==> src/rtl/instr_fetch_if.sv <==
// instr_fetch_if: instruction-memory request/grant/response bus
//   req    : fetch stage requests a word read at addr
//   addr   : word-aligned read address
//   gnt    : memory accepts the request this cycle
//   rvalid : read data valid, at least one cycle after gnt
//   rdata  : returned instruction word
interface instr_fetch_if;
    logic        req;
    logic [31:0] addr;
    logic        gnt;
    logic        rvalid;
    logic [31:0] rdata;
    modport master (output req, addr, input gnt, rvalid, rdata);
    modport slave  (input req, addr, output gnt, rvalid, rdata);
endinterface

==> src/rtl/instr_fetch.sv <==
// instr_fetch: one-outstanding-read fetch stage with a small output FIFO toward decode
//   clk, rst          : clock and asynchronous active-low reset
//   pc_in, pc_valid   : fetch candidate from the PC register
//   pc_ready          : address consumed this cycle
//   redirect          : taken branch/jump, flushes all unconsumed work
//   imem              : instruction memory bus (master side)
//   if_valid/if_ready : head-of-FIFO handshake toward decode
//   if_instr, if_pc   : head instruction and its PC
//   if_misalign       : head was produced for a misaligned address
module instr_fetch #(
    parameter int          DEPTH     = 2,
    parameter logic [31:0] NOP_INSTR = 32'h0000_0013
) (
    input  logic                 clk,
    input  logic                 rst,
    input  logic [31:0]          pc_in,
    input  logic                 pc_valid,
    output logic                 pc_ready,
    input  logic                 redirect,
    instr_fetch_if.master        imem,
    output logic                 if_valid,
    input  logic                 if_ready,
    output logic [31:0]          if_instr,
    output logic [31:0]          if_pc,
    output logic                 if_misalign
);
    localparam int AW = $clog2(DEPTH);
    localparam int CW = AW + 1;

    typedef enum logic [1:0] {IDLE, WAIT, DROP} state_t;

    state_t         state, state_nx;
    logic [CW-1:0]  count;
    logic [AW-1:0]  wr_ptr, rd_ptr;
    logic [31:0]    pend_pc;
    logic [31:0]    fifo_instr [DEPTH];
    logic [31:0]    fifo_pc    [DEPTH];
    logic           fifo_mis   [DEPTH];
    logic           issue_ok, mis_push, resp_push, push, pop;

    // Space is checked only in IDLE (nothing outstanding), so a granted
    // request always has a free slot waiting for its response.
    assign issue_ok  = rst && pc_valid && state == IDLE && count < CW'(DEPTH) && !redirect;
    assign push      = mis_push || resp_push;
    assign pop       = if_valid && if_ready && !redirect;

    always_ff @(posedge clk or negedge rst) begin
        if (!rst) state <= IDLE;
        else      state <= state_nx;
    end

    always_comb begin
        state_nx = state;
        case (state)
            IDLE:    state_nx = (imem.req && imem.gnt) ? WAIT : IDLE;
            // A redirect racing the response simply discards that response.
            WAIT:    state_nx = imem.rvalid ? IDLE : (redirect ? DROP : WAIT);
            DROP:    state_nx = imem.rvalid ? IDLE : DROP;
            default: state_nx = IDLE;
        endcase
    end

    always_comb begin
        imem.addr = pc_in;
        imem.req  = issue_ok && pc_in[1:0] == 2'b00;
        mis_push  = issue_ok && pc_in[1:0] != 2'b00;
        pc_ready  = (imem.req && imem.gnt) || mis_push;
        resp_push = state == WAIT && imem.rvalid && !redirect;
    end

    always_ff @(posedge clk or negedge rst) begin
        if (!rst) begin
            count   <= '0;
            wr_ptr  <= '0;
            rd_ptr  <= '0;
            pend_pc <= '0;
            for (int i = 0; i < DEPTH; i++) begin
                fifo_instr[i] <= '0;
                fifo_pc[i]    <= '0;
                fifo_mis[i]   <= 1'b0;
            end
        end else begin
            if (imem.req && imem.gnt) pend_pc <= pc_in;
            if (redirect) begin
                count  <= '0;
                wr_ptr <= '0;
                rd_ptr <= '0;
            end else begin
                count <= count + CW'(push) - CW'(pop);
                if (push) begin
                    fifo_instr[wr_ptr] <= resp_push ? imem.rdata : NOP_INSTR;
                    fifo_pc[wr_ptr]    <= resp_push ? pend_pc : pc_in;
                    fifo_mis[wr_ptr]   <= !resp_push;
                    wr_ptr             <= wr_ptr + AW'(1);
                end
                if (pop) rd_ptr <= rd_ptr + AW'(1);
            end
        end
    end

    assign if_valid    = count != '0;
    assign if_instr    = fifo_instr[rd_ptr];
    assign if_pc       = fifo_pc[rd_ptr];
    assign if_misalign = fifo_mis[rd_ptr];
endmodule
==> src/flat_wrapper.sv <==
// flat-port wrapper written by rule: the top's interface ports become plain ports
module instr_fetch_flat 
#(
    parameter int          DEPTH     = 2,
    parameter logic [31:0] NOP_INSTR = 32'h0000_0013
)
  (clk, rst, pc_in, pc_valid, pc_ready, redirect, if_valid, if_ready, if_instr, if_pc, if_misalign, imem_req, imem_addr, imem_gnt, imem_rvalid, imem_rdata);
  instr_fetch_if imem_i ();
  input  logic clk;
  input  logic rst;
  input  logic [31:0] pc_in;
  input  logic pc_valid;
  output logic pc_ready;
  input  logic redirect;
  output logic if_valid;
  input  logic if_ready;
  output logic [31:0] if_instr;
  output logic [31:0] if_pc;
  output logic if_misalign;
  output wire logic [$bits(imem_i.req)-1:0] imem_req;
  output wire logic [$bits(imem_i.addr)-1:0] imem_addr;
  input wire logic [$bits(imem_i.gnt)-1:0] imem_gnt;
  input wire logic [$bits(imem_i.rvalid)-1:0] imem_rvalid;
  input wire logic [$bits(imem_i.rdata)-1:0] imem_rdata;
  assign imem_req = imem_i.req;
  assign imem_addr = imem_i.addr;
  assign imem_i.gnt = imem_gnt;
  assign imem_i.rvalid = imem_rvalid;
  assign imem_i.rdata = imem_rdata;
  instr_fetch #(.DEPTH(DEPTH), .NOP_INSTR(NOP_INSTR)) u_core (.clk(clk), .rst(rst), .pc_in(pc_in), .pc_valid(pc_valid), .pc_ready(pc_ready), .redirect(redirect), .imem(imem_i), .if_valid(if_valid), .if_ready(if_ready), .if_instr(if_instr), .if_pc(if_pc), .if_misalign(if_misalign));
endmodule
==> config.mk <==
export PLATFORM = sky130hd
export DESIGN_NAME = instr_fetch_flat
export DESIGN_NICKNAME = d
export VERILOG_FILES = /design/src/rtl/instr_fetch_if.sv /design/src/rtl/instr_fetch.sv /design/src/flat_wrapper.sv
export SDC_FILE = /design/constraint.sdc
export NUM_CORES = 1
export LEC_CHECK = 0
export CAP_MARGIN = 0
export CORE_AREA = 2 2 154 156
export CTS_CLUSTER_SIZE = 24
export DETAILED_ROUTE_END_ITERATION = 7
export DIE_AREA = 0 0 156 158
export PLACE_DENSITY = 0.56
export SLEW_MARGIN = 20
export SYNTH_ARGS = -nofsm -noshare
export SYNTH_HDL_FRONTEND = slang
export SYNTH_SLANG_ARGS = --single-unit
==> constraint.sdc <==
create_clock -name clk -period 2.1 [get_ports clk]
set_input_delay 0.315 -clock clk [delete_from_list [all_inputs] [get_ports clk]]
set_output_delay 0.315 -clock clk [all_outputs]
set_load 0.01 [all_outputs]
# Yosys cells after proc, flatten, opt, wreduce, memory -nomap -nowiden
# Cells that the tools add are included.
[op_classes]
add_sub_neg = 4
magnitude_cmp = 4
eq_ne = 2
mux = 28
n_bitwise = 3
reduce_logical = 23
[op_table]
columns = ["op", "n"]
rows = [
  ["32-bit 2-to-1 mux", 9],
  ["64-bit bitwise mux", 2],
  ["32-bit demux with 1-bit select", 1],
  ["1-bit logical AND", 12],
  ["1-bit 2-to-1 mux", 9],
  ["2-bit 2-to-1 mux", 4],
  ["2-bit nonzero test", 4],
  ["2-bit one-hot mux with 3 select lines", 1],
  ["2-bit greater-or-equal comparator (second input constant)", 2],
  ["2-bit logical NOT", 2],
  ["1-bit inverter with 2-bit output", 2],
  ["1-bit adder (second input constant)", 2],
  ["2-bit by 1-bit adder with 2-bit output", 1],
  ["2-bit bitwise mux", 1],
  ["2-bit by 1-bit equality test with 1-bit output (second input constant)", 1],
  ["2-bit equality test (second input constant)", 1],
  ["1-bit logical NOT", 2],
  ["1-bit logical OR", 2],
  ["2-bit by 1-bit < comparator with 1-bit output (second input constant)", 1],
  ["2-bit < comparator (second input constant)", 1],
  ["2-bit AND reduction", 1],
  ["2-bit by 1-bit subtractor with 2-bit output", 1],
  ["1-bit demux with 1-bit select", 1],
  ["1-bit inverter", 1],
]
[word_totals]
reg_bits = 168
input_bits = 71
out_inout_bits = 100

# Longest topological paths before layout
# Gate-level depths: netlist (run 1).
[logic_depth]
depth_word = 9
ltp_mapped = 9

# Worst setup path before layout (run 1)
# No wires, ideal clock.
[synth_path]
path_type = "input -> register"
from = "input port redirect"
to = "register u_core.count[0]"
setup_time_ps = 121
arrival_time_ps = 1701
required_time_ps = 1979
path_slack_ps = 278
path_stages = 8
n_path_buf = 4
cell_sequence = "buf_2 -> nand4bb_1 -> buf_2 -> buf_2 -> buf_1 -> nand2_1 -> ha_1 -> nor2b_1"
[synth_between]
elab_chain_len = 7
elab_cells_between_ends = 9
cone_classes = "add/sub: 2; mux: 1; reduce/logical: 6"
[synth_rtl]
columns = ["item", "line_no", "source"]
rows = [
  ["start, declared", "flat_wrapper.sv:14", "input logic redirect;"],
  ["1-bit logical NOT", "instr_fetch.sv:43, instr_fetch.sv:45, instr_fetch.sv:68", ""],
  ["1-bit logical AND", "instr_fetch.sv:43", "assign issue_ok = rst && pc_valid && state == IDLE && count < CW'(DEPTH) && !redirect;"],
  ["1-bit logical AND", "instr_fetch.sv:66", "mis_push = issue_ok && pc_in[1:0] != 2'b00;"],
  ["1-bit logical OR", "instr_fetch.sv:44", "assign push = mis_push || resp_push;"],
  ["2-bit by 1-bit adder with 2-bit output", "instr_fetch.sv:89", "count <= count + CW'(push) - CW'(pop);"],
  ["2-bit by 1-bit subtractor with 2-bit output", "instr_fetch.sv:89", ""],
  ["2-bit 2-to-1 mux *", "instr_fetch.sv:84", "if (redirect) begin"],
  ["end signal, assigned", "instr_fetch.sv:89", ""],
  ["end, declared", "instr_fetch.sv:33", "logic [CW-1:0] count;"],
]
# Mark *: on every way between the ends. The rest lies on a longest branch, timed or not.
# A chain may end at the register's enable or synchronous reset.

# Worst setup path after layout (run 1)
[layout_path]
from = "register u_core.rd_ptr"
to = "output port if_instr[7]"
[layout_between]
elab_chain_len = 4
[layout_rtl]
columns = ["item", "line_no", "source"]
rows = [
  ["start, declared", "instr_fetch.sv:34", "logic [AW-1:0] wr_ptr, rd_ptr;"],
  ["start signal, assigned", "instr_fetch.sv:96", "if (pop) rd_ptr <= rd_ptr + AW'(1);"],
  ["1-bit inverter with 2-bit output (implied by the code)", "instr_fetch.sv:102", "assign if_instr = fifo_instr[rd_ptr];"],
  ["32-bit 2-to-1 mux (implied by the code) (3 in a row)", "instr_fetch.sv:102", ""],
  ["end, declared", "flat_wrapper.sv:17", "output logic [31:0] if_instr;"],
]
# No other way between the ends. The select of a mux whose other input is x is not followed.

==> metrics.cfg, run 1 <==
[detailed_routing]
drt-total-wl_um = 23400
num_vias = 6319
wl_per_cell_um = 20.9
drt_iter0_drc = 336
vias_per_cell = 5.65
antenna_left = 0
dr.pass1.iters = 5
drc = 0

[logic_synthesis]
synth-edff-count = 0
synthMuxAreaShare_pct = 13.3
synth_compound_area_share_pct = 17.9
async_reset_ff_share_pct = 100
synth_cells = 670
yosys-top-cells-count = dfrtp_1, mux2_2, nand3_1
synth_area_per_cell_um2 = 11.9
synth_area_leaders = dfrtp_1, mux2_2, a32o_1
yosysWarnings = 0
yosysSeqAreaShare_pct = 52.9
synth.top_cell.area_share_pct = 52.9
synthAdderAreaFrac_pct = 0.315
synth_top_family_by_area = compound AO/OA/AOI/OAI gates
synth.distinct_cells = 39
syn-num-nets = 743
synth_most_common_cell = dfrtp_1
synthSimpleGateAreaFrac_pct = 8.44
ys.flop_type = dfrtp_1
syn-cell-area_mm2 = 0.00795
synth_largest_area_cell = dfrtp_1
synthXorXnorAreaFrac_pct = 0.331
ys_ff_latch = 168

[placement]
io_buffers = 170
dp.final_hpwl_um = 14700
dp.cells = 1076
routabilityCongestion = 0.822
placed_area_mm2 = 0.00999

[timing]
whs_ns = 0.0903
post-route-min-period_ns = 2.06
rsz0062_at_grt = yes
relSlewSlack_pct = 40.1
fin_skew_ns = 0.0119
fmax_mhz = 486
worst_pin_slew_ns = 0.899
finalHoldViolCount = 0
drv_slew = 0
post-route-period-util_pct = 98.0
setup_viol = 0

[hold_path]
hold_path_class = input port to asynchronous set/reset pin

[flow_run]
drv_cap = 0

[floorplan]
rows = 56
core_area_mm2 = 0.0231
fp.dieH_um = 158
die_w_um = 156
initial_utilization_pct = 34.5
dieArea_mm2 = 0.0246
pin_count = 171

[clocking]
cts_sinks = 168
clk_path_buf_depth = 2
cts-htree-levels = 4
hold_buffers = 0
cts_inserted_buffers = 17
path_clk_slew_ns = 0.06
cts_tree = done
cts_root_buf = clkbuf_16
clk-insertion-delay-late_ns = 0.42

[global_route]
grt_overflow_total = 0
grt.busiest_layer = met2
gr-usage-met1_pct = 25.3
gr-usage-met2_pct = 31.8
gr-usage-met3_pct = 4.41
grt_pass1_vias = 6750
grt_pass1_wl_um = 36800
grt_max_degree = 169
antenna_found_initial = 2
grt_usage_pct = 19.2

[worst_setup_path]
crit_required_ns = 1.78
crit_start = u_core.rd_ptr
cp.arrival_ns = 1.74
path_max_fanout = 8
r2r-start = u_core.count[1]
endpoint_kind = output pin
start_kind = register
crit_type = register to output pin

[outcome]
status = completed

[power_and_ir_drop]
p_leak_nw = 4.69
total_power_w = 0.00955
power.density_mw_per_mm2 = 894
vdd_drop_max_v = 0.000553

[layout]
area_growth_pct = 34.3
nFillCells = 2076
stdcell_count = 1118
finalInstanceArea_mm2 = 0.0107
nNetsFinal = 887
layout-drive-gt1-share_pct = 28.7

metrics by stage:
stage	worst slack [ns]	setup TNS, ns	util, %
after floorplan	0.278	0	-
after global placement	-0.0537	-0.594	43.4
after detailed placement	-0.149	-5.14	43.4
after CTS	-0.0126	-0.0290	45.9
after global routing	-0.00245	-0.00330	46.3
final	0.0418	0	46.3
registers in the layout, summed over array words and instances (netlist names):
signal             flops
u_core.fifo_pc        64
u_core.wr_ptr          1
u_core.rd_ptr          1
u_core.fifo_instr     64
u_core.count           2
u_core.state           2
u_core.pend_pc        32
u_core.fifo_mis        2
cell usage in the layout (no fill, tap or decap), types with 19 or more instances in the layout:
master,count
buf_6,19
nand3_1,80
clkdlybuf4s50_1,101
clkdlybuf4s15_1,22
nand2_1,26
buf_2,21
o211ai_1,20
mux2_2,92
dfrtp_1,166
a22oi_1,40
a2bb2oi_1,28
a32o_1,50
buf_4,32
what timing repair did:
action / CTS / global route
setup buffers: 6 / 0
resized for setup: 196 / 41
gates cloned: 2 / 1
hold endpoints to repair: 0 / 0
setup endpoints to repair: 67 / 46
layer usage:
layer | share of wire (%) | routed length (µm)
met1 | 45 | 10600
met2 | 47 | 11000
met5 | 0 | 0
met3 | 6.3 | 1460
met4 | 1.6 | 363
final timing paths:
kind                                         end  slack [ns]  cells past startpoint
max                                  if_instr[7]        0.04                      5
min                        u_core.fifo_instr[44]        0.09                      2
max reg2reg                      u_core.count[1]        0.24                      9
min reg2reg                    u_core.pend_pc[0]        0.49                      1
max in group asynchronous          u_core.rd_ptr        1.30                      2
min in group clk               u_core.pend_pc[0]        0.49                      1
cell type report:
| type | count | area (µm²) | area share, % |
|---|---|---|---|
| Clock buffer | 21 | 470 | 4.41 |
| Tap cell | 290 | 363 | 3.40 |
| Antenna cell | 2 | 5.00 | 0.0469 |
| Multi-Input combinational cell | 402 | 3260 | 30.6 |
| Clock inverter | 10 | 168 | 1.57 |
| Timing Repair Buffer | 221 | 2180 | 20.4 |
| Inverter | 4 | 15.0 | 0.141 |
| Sequential cell | 168 | 4210 | 39.4 |
kinds of logic (layout without fill, tap and decap cells):
group	after synthesis	in the layout
AO/OA/AOI/OAI	170	170
XOR/XNOR	3	3
adder cells (fa/ha/maj)	2	2
buffers and inverters	100	256
flip-flops	168	168
multiplexers	94	94
other	0	2
AND/OR/NAND/NOR	133	133
critical path, cell delays in order (launching register included):
cell and delay, ns:
dfrtp_4 0.49, buf_6 0.13, buf_6 0.13, buf_12 0.14
mux2_4 0.31, buf_6 0.12
where the power goes:
group          internal [W]  switching (W)  leakage (nW)  total (W)
sequential          0.00372       0.000330          2.08    0.00405
combinational       0.00117       0.000960          2.30    0.00213
clock               0.00209        0.00128         0.310    0.00337
Note: power is estimated with default switching activity, not from simulation.
==> run 2, diff against run 1 <==
==> constraint.sdc (replaced) <==
create_clock -name clk -period 2.2 [get_ports clk]
set_input_delay 0.33 -clock clk [delete_from_list [all_inputs] [get_ports clk]]
set_output_delay 0.33 -clock clk [all_outputs]
set_load 0.01 [all_outputs]
==> run 2 against run 1 <==
Compared with the run above: cell area shrank 2.1%; first-iteration DRC count grew 19%; register-to-register slack improved by 0.03 ns; total power down 8.3%; largest cell class unchanged; largest power group unchanged; highest routed layer unchanged.
==> metrics.cfg, run 2 (synthesis gave the netlist of run 1 again) <==
[layout]
top_regs = u_core.fifo_instr x64, u_core.fifo_pc x64, u_core.pend_pc x32  ; unchanged
layout-drive-gt1-share_pct = 22.2  ; was 28.7%
post-route-util_pct = 45.3  ; was 46.3%
final_cell_mix = dfrtp_1, clkdlybuf4s50_1, mux2_2  ; unchanged
layout_commonest_cell = dfrtp_1  ; unchanged
area_growth_pct = 31.5  ; was 34.3%
nNetsFinal = 872  ; was 887

[worst_setup_path]
path_max_fanout = 2  ; was 8
cp.arrival_ns = 1.81  ; was 1.74 ns
critical_path_buf_inv_count = 2  ; was 4
cpLargestDelayFamily = buffers and inverters  ; unchanged
crit_type = register to output pin  ; unchanged
crit_required_ns = 1.87  ; was 1.78 ns
crit_chain = buf_4 -> or2_2 -> clkdlybuf4s50_1  ; was buf_6 -> buf_6 -> buf_12 -> mux2_4 -> buf_6
start_kind = register  ; unchanged
cp_slowest_cell = clkdlybuf4s50_1  ; was dfrtp_4
slowest_delay_ns = 0.49  ; about the same
ff2ff_setup_slack_ns = 0.27  ; was 0.24 ns
endpoint_kind = output pin  ; unchanged

[power_and_ir_drop]
power.density_mw_per_mm2 = 838  ; was 894 mW/mm²
vdd_drop_max_v = 0.000465  ; was 0.000553 V
p_leak_nw = 4.63  ; was 4.69 nW

[clocking]
cts_root_buf = clkbuf_16  ; unchanged
clk_path_buf_depth = 2  ; unchanged
cts-htree-levels = 4  ; unchanged
cts_tree = done  ; unchanged
path_clk_slew_ns = 0.06  ; about the same
cts_inserted_buffers = 17  ; unchanged
cts_sinks = 168  ; unchanged
clk-insertion-delay-late_ns = 0.42  ; about the same

[timing]
fin_setup_tns_ns = 0  ; unchanged
drv_slew = 0  ; unchanged
post-route-min-period_ns = 2.14
whs_ns = 0.104  ; was 0.0903 ns
fin_skew_ns = 0.00856  ; was 0.0119 ns
rsz0062_at_grt = no  ; was yes
post-route-period-util_pct = 97.1
finalHoldViolCount = 0  ; unchanged
worst_pin_slew_ns = 1.09  ; was 0.899 ns
fmax_mhz = 468
setup_viol = 0  ; unchanged
relSlewSlack_pct = 27.4  ; was 40.1%

[floorplan]
fp.dieH_um = 158  ; unchanged
die_w_um = 156  ; unchanged
dieArea_mm2 = 0.0246  ; unchanged
core_area_mm2 = 0.0231  ; unchanged
rows = 56  ; unchanged
initial_utilization_pct = 34.5  ; unchanged
pin_count = 171  ; unchanged

[detailed_routing]
drt-total-wl_um = 23200  ; was 23,400 µm
num_vias = 6264  ; was 6,319
drc = 0  ; unchanged
vias_per_cell = 5.67  ; was 5.65
drt_iter0_drc = 399  ; was 336
antenna_left = 0  ; unchanged
wl_per_cell_um = 21.1  ; was 20.9 µm
dr.pass1.iters = 4  ; was 5

[global_route]
grt_pass1_vias = 6446  ; was 6,750
grt_max_degree = 169  ; unchanged
antenna_found_initial = 2  ; unchanged
grt_pass1_wl_um = 36300  ; was 36,800 µm
grt_overflow_total = 0  ; unchanged
grt_usage_pct = 18.9  ; was 19.2%

[placement]
io_buffers = 170  ; unchanged
dp.final_hpwl_um = 14300  ; was 14,700 µm
routabilityCongestion = 0.776  ; was 0.822

[outcome]
status = completed  ; unchanged

[flow_run]
drv_cap = 0  ; unchanged

[hold_path]
hold_path_class = input port to asynchronous set/reset pin  ; unchanged

-- run 2: cell count changes in the layout (fill, tap and decap cells not counted), sizes merged --
cell and delta:
buf -49, clkinv -2, clkdlybuf4s50 +1, clkbuf -9, clkinvlp +3, clkdlybuf4s15 -22
dlygate4sd2 +64, bufinv -3, inv +3
-- run 2: report_power, final --
part | total [W] | switching [W] | internal, W
registers | 0.00386 | 0.000309 | 0.00355
logic | 0.00193 | 0.000886 | 0.00105
clock network | 0.00296 | 0.00129 | 0.00167
-- run 2: worst paths after layout --
check / end / cells after the start / start
worst min register to register: u_core.fifo_instr[47] / 1 / u_core.fifo_instr[47]
min in group clk: u_core.fifo_instr[47] / 1 / u_core.fifo_instr[47]
max in group asynchronous: u_core.rd_ptr / 2 / rst
worst max-delay path: if_valid / 3 / u_core.count[1]
worst max register to register: u_core.fifo_pc[61] / 5 / u_core.state[0]
worst min-delay path: u_core.fifo_instr[47] / 2 / rst
-- run 2: final cells by class --
type | instances | area, µm²
flip-flops and latches | 168 | 4210
inverters | 4 | 15.0
diodes | 2 | 5.00
well taps | 290 | 363
fillers | 2112 | 12600
clock buffers | 21 | 470
multi-input cells | 402 | 3250
clock inverters | 11 | 113
repair buffers | 206 | 2020
-- run 2: what timing repair did --
action	in CTS	in global routing
resized for setup	68	0
setup endpoints to repair	67	0
buffers inserted	1	0
hold buffers	0	0
-- run 2: layer usage --
metal	GRT usage (%)	vias to the layer above	share of wire (%)
li1	-	2786	-
met1	25.9	3220	46
met2	30.9	239	47
met3	4.46	19	6.5
met4	3.84	0	0.94
met5	0	-	0
-- run 2: worst register-to-register path, delay by kind of cell (launching register included) --
family	cells	cell delay, ns
DFF	1	0.41
buffers and inverters	1	0.17
and+or+nand+nor	4	1.28
-- run 2: per-stage QoR --
step           setup slack (ns)  cell area (µm²)  std cells  total power (W)
5_1_grt                 0.00352            10400       1102          0.00920
6_report                 0.0633            10400       1104          0.00875
3_5_place_dp             -0.110             9930       1069          0.00605
2_1_floorplan             0.363             7950        670          0.00491
4_1_cts                  0.0442            10400       1102          0.00885
3_3_place_gp            -0.0305             9930       1069          0.00597
==> run 3, diff against run 2 <==
==> constraint.sdc (replaced) <==
create_clock -name clk -period 2.2 [get_ports clk]
set_input_delay 0.33 -clock clk [delete_from_list [all_inputs] [get_ports clk]]
set_output_delay 0.33 -clock clk [all_outputs]
set_load 0.05 [all_outputs]
==> run 3 against run 2 <==
Compared with the run above: total power increased by 13%; cell area fell by 0.60%; non-clock buffer count rose by 4; sequential cell count did not move; clock power rose by 3%; sequential share of layout area grew 0.24 points; critical path depth grew 2; first-iteration DRC count grew 5.5%; utilization is 0.27 points lower; fmax grew 1.0%; critical endpoint is now imem_req; largest power group unchanged.
==> metrics.cfg, run 3 (synthesis gave the netlist of run 1 again) <==
[power_and_ir_drop]
p_switching_w = 0.00353  ; was 0.00249 W
power.share.switching_pct = 35.7  ; was 28.4%
p_leak_nw = 4.64  ; was 4.63 nW
clkPwrFrac_pct = 30.8  ; was 33.8%
seq_power_share_pct = 39.1  ; was 44.1%
power.density_mw_per_mm2 = 950  ; was 838 mW/mm²
p_int_w = 0.00634  ; was 0.00626 W
vdd_drop_max_v = 0.000535  ; was 0.000465 V
power_frac_comb_pct = 30.0  ; was 22.1%

[worst_setup_path]
endpoint_kind = output pin  ; unchanged
crit_chain = and4bb_4 -> nand2_1 -> nor3_1 -> buf_4 -> buf_12  ; was buf_4 -> or2_2 -> clkdlybuf4s50_1
crit_required_ns = 1.87  ; about the same
cp_slowest_cell = dfrtp_1  ; was clkdlybuf4s50_1
worstRegToRegCells = 4  ; was 5
crit_type = register to output pin  ; unchanged
ff2ff_setup_slack_ns = 0.29  ; was 0.27 ns
start_kind = register  ; unchanged
path_max_fanout = 6  ; was 2
r2r-start = u_core.state[0]  ; unchanged
cp.arrival_ns = 1.78  ; was 1.81 ns
cpLargestDelayFamily = simple AND/OR/NAND/NOR gates  ; was buffers and inverters
cp_num_cells = 5  ; was 3
critical_path_buf_inv_count = 2  ; unchanged
slowest_delay_ns = 0.47  ; was 0.49 ns
r2r-end = u_core.fifo_pc[55]  ; was u_core.fifo_pc[61]

[global_route]
grt_usage_pct = 18.9  ; about the same
gr-usage-met1_pct = 25.3  ; was 25.9%
antenna_found_initial = 1  ; was 2
grt.busiest_layer = met2  ; unchanged
gr-usage-met2_pct = 31.2  ; was 30.9%
grt_max_degree = 169  ; unchanged
gr-usage-met3_pct = 4.27  ; was 4.46%
grt_overflow_total = 0  ; unchanged
grt_pass1_vias = 6582  ; was 6,446
grt_pass1_wl_um = 36500  ; was 36,300 µm

[clocking]
cts_tree = done  ; unchanged
clk-insertion-delay-late_ns = 0.43  ; was 0.42 ns
path_clk_slew_ns = 0.07  ; was 0.06 ns
cts_inserted_buffers = 17  ; unchanged
hold_buffers = 0  ; unchanged
clk_path_buf_depth = 2  ; unchanged
cts-htree-levels = 4  ; unchanged
cts_sinks = 168  ; unchanged
cts_root_buf = clkbuf_16  ; unchanged

[placement]
placed_area_mm2 = 0.00977  ; was 0.00993 mm²
io_buffers = 170  ; unchanged
routabilityCongestion = 0.792  ; was 0.776
dpl_worst_slack_ns = 0.0245  ; was -0.110 ns
dp.final_hpwl_um = 14600  ; was 14,300 µm

[detailed_routing]
dr.pass1.iters = 5  ; was 4
vias_per_cell = 5.65  ; was 5.67
drt-total-wl_um = 23000  ; was 23,200 µm
num_vias = 6257  ; was 6,264
wl_per_cell_um = 20.8  ; was 21.1 µm
antenna_left = 0  ; unchanged
drt_iter0_drc = 421  ; was 399
drc = 0  ; unchanged

[timing]
fin_setup_tns_ns = 0  ; unchanged
setup_viol = 0  ; unchanged
fin_ws_ns = 0.0850  ; was 0.0633 ns
fmax_mhz = 473  ; was 468 MHz
fin_skew_ns = 0.0123  ; was 0.00856 ns
post-route-period-util_pct = 96.1  ; was 97.1%
finalHoldViolCount = 0  ; unchanged
relSlewSlack_pct = 24.7  ; was 27.4%
post-route-min-period_ns = 2.11  ; was 2.14 ns
drv_slew = 0  ; unchanged
worst_pin_slew_ns = 1.13  ; was 1.09 ns
rsz0062_at_grt = no  ; unchanged
whs_ns = 0.00209  ; was 0.104 ns

[floorplan]
core_area_mm2 = 0.0231  ; unchanged
rows = 56  ; unchanged
initial_utilization_pct = 34.5  ; unchanged
dieArea_mm2 = 0.0246  ; unchanged
die_w_um = 156  ; unchanged
fp.dieH_um = 158  ; unchanged
pin_count = 171  ; unchanged

[layout]
final_cell_mix = dfrtp_1, buf_4, mux2_2  ; was dfrtp_1, clkdlybuf4s50_1, mux2_2
post-route-util_pct = 45.1  ; was 45.3%
nFillCells = 2105  ; was 2,112
nNetsFinal = 876  ; was 872
area_growth_pct = 30.7  ; was 31.5%
layout-drive-gt1-share_pct = 34.8  ; was 22.2%
ff_latch_area_mm2 = 0.00421  ; unchanged
layout_commonest_cell = dfrtp_1  ; unchanged
finalInstanceArea_mm2 = 0.0104  ; about the same
multi_input_area_mm2 = 0.00325  ; unchanged
top_regs = u_core.fifo_instr x64, u_core.fifo_pc x64, u_core.pend_pc x32  ; unchanged

[flow_run]
drv_cap = 0  ; unchanged

[outcome]
status = completed  ; unchanged

[hold_path]
hold_path_class = input port to asynchronous set/reset pin  ; unchanged

==> run 3: changes by cell type in the layout (fill, tap and decap cells not counted), sizes merged, moves of 3 or more <==
cell	change
inv	+6
clkbuf	-3
dlygate4sd2	-66
buf	+103
clkinvlp	-3
clkdlybuf4s50	-33
==> run 3: metrics by stage <==
step,instances,total power (W)
2_1_floorplan,670,0.00588
3_3_place_gp,1073,0.00681
3_5_place_dp,1073,0.00688
4_1_cts,1106,0.00997
5_1_grt,1106,0.0103
6_report,1107,0.00986
==> run 3: final cells by class <==
| type | instances | share of cell area, % |
|---|---|---|
| antenna | 1 | 0.0241 |
| clock inverter | 14 | 1.46 |
| tap | 290 | 3.49 |
| inverter | 4 | 0.145 |
| timing repair buffer | 210 | 18.8 |
| multi-input combinational | 402 | 31.3 |
| sequential | 168 | 40.5 |
| clock buffer | 18 | 4.23 |
==> run 3: power by group through the flow <==
stage,registers (W),logic (W),clock network [W]
after global routing,0.00391,0.00313,0.00326
after detailed placement,0.00391,0.00297,0
after CTS,0.00385,0.00300,0.00313
after floorplan,0.00380,0.00207,0
after global placement,0.00388,0.00293,0
final,0.00386,0.00296,0.00304
==> run 3: routing by layer <==
layer	wire [µm]	share of wire (%)
met1	10300	45
met2	11100	48
met3	1360	5.9
met4	207	0.90
met5	0	0
==> run 3: repair_timing <==
action                                 4_1_cts  5_1_grt
endpoints found under the hold margin        0        0
setup buffers                                1        0
gates resized for setup                      1        0
setup endpoints to repair                   49        0
==> run 3: worst register-to-register path: stages (launching register included) <==
cell and delay [ns]:
dfrtp_1 0.47, nor4bb_4 0.21, nor2_2 0.85, nand3_1 0.19
nand3_1 0.12
==> run 3: how the worst max path moves through the flow <==
stage                     from                  to  slack [ns]
6_report       u_core.state[0]            imem_req        0.09
5_1_grt        u_core.state[0]            imem_req       0.007
4_1_cts        u_core.state[0]            imem_req        0.06
3_5_place_dp          redirect  u_core.fifo_pc[50]        0.02
3_3_place_gp          redirect  u_core.fifo_pc[45]        0.06
2_1_floorplan  u_core.count[1]            imem_req       0.009
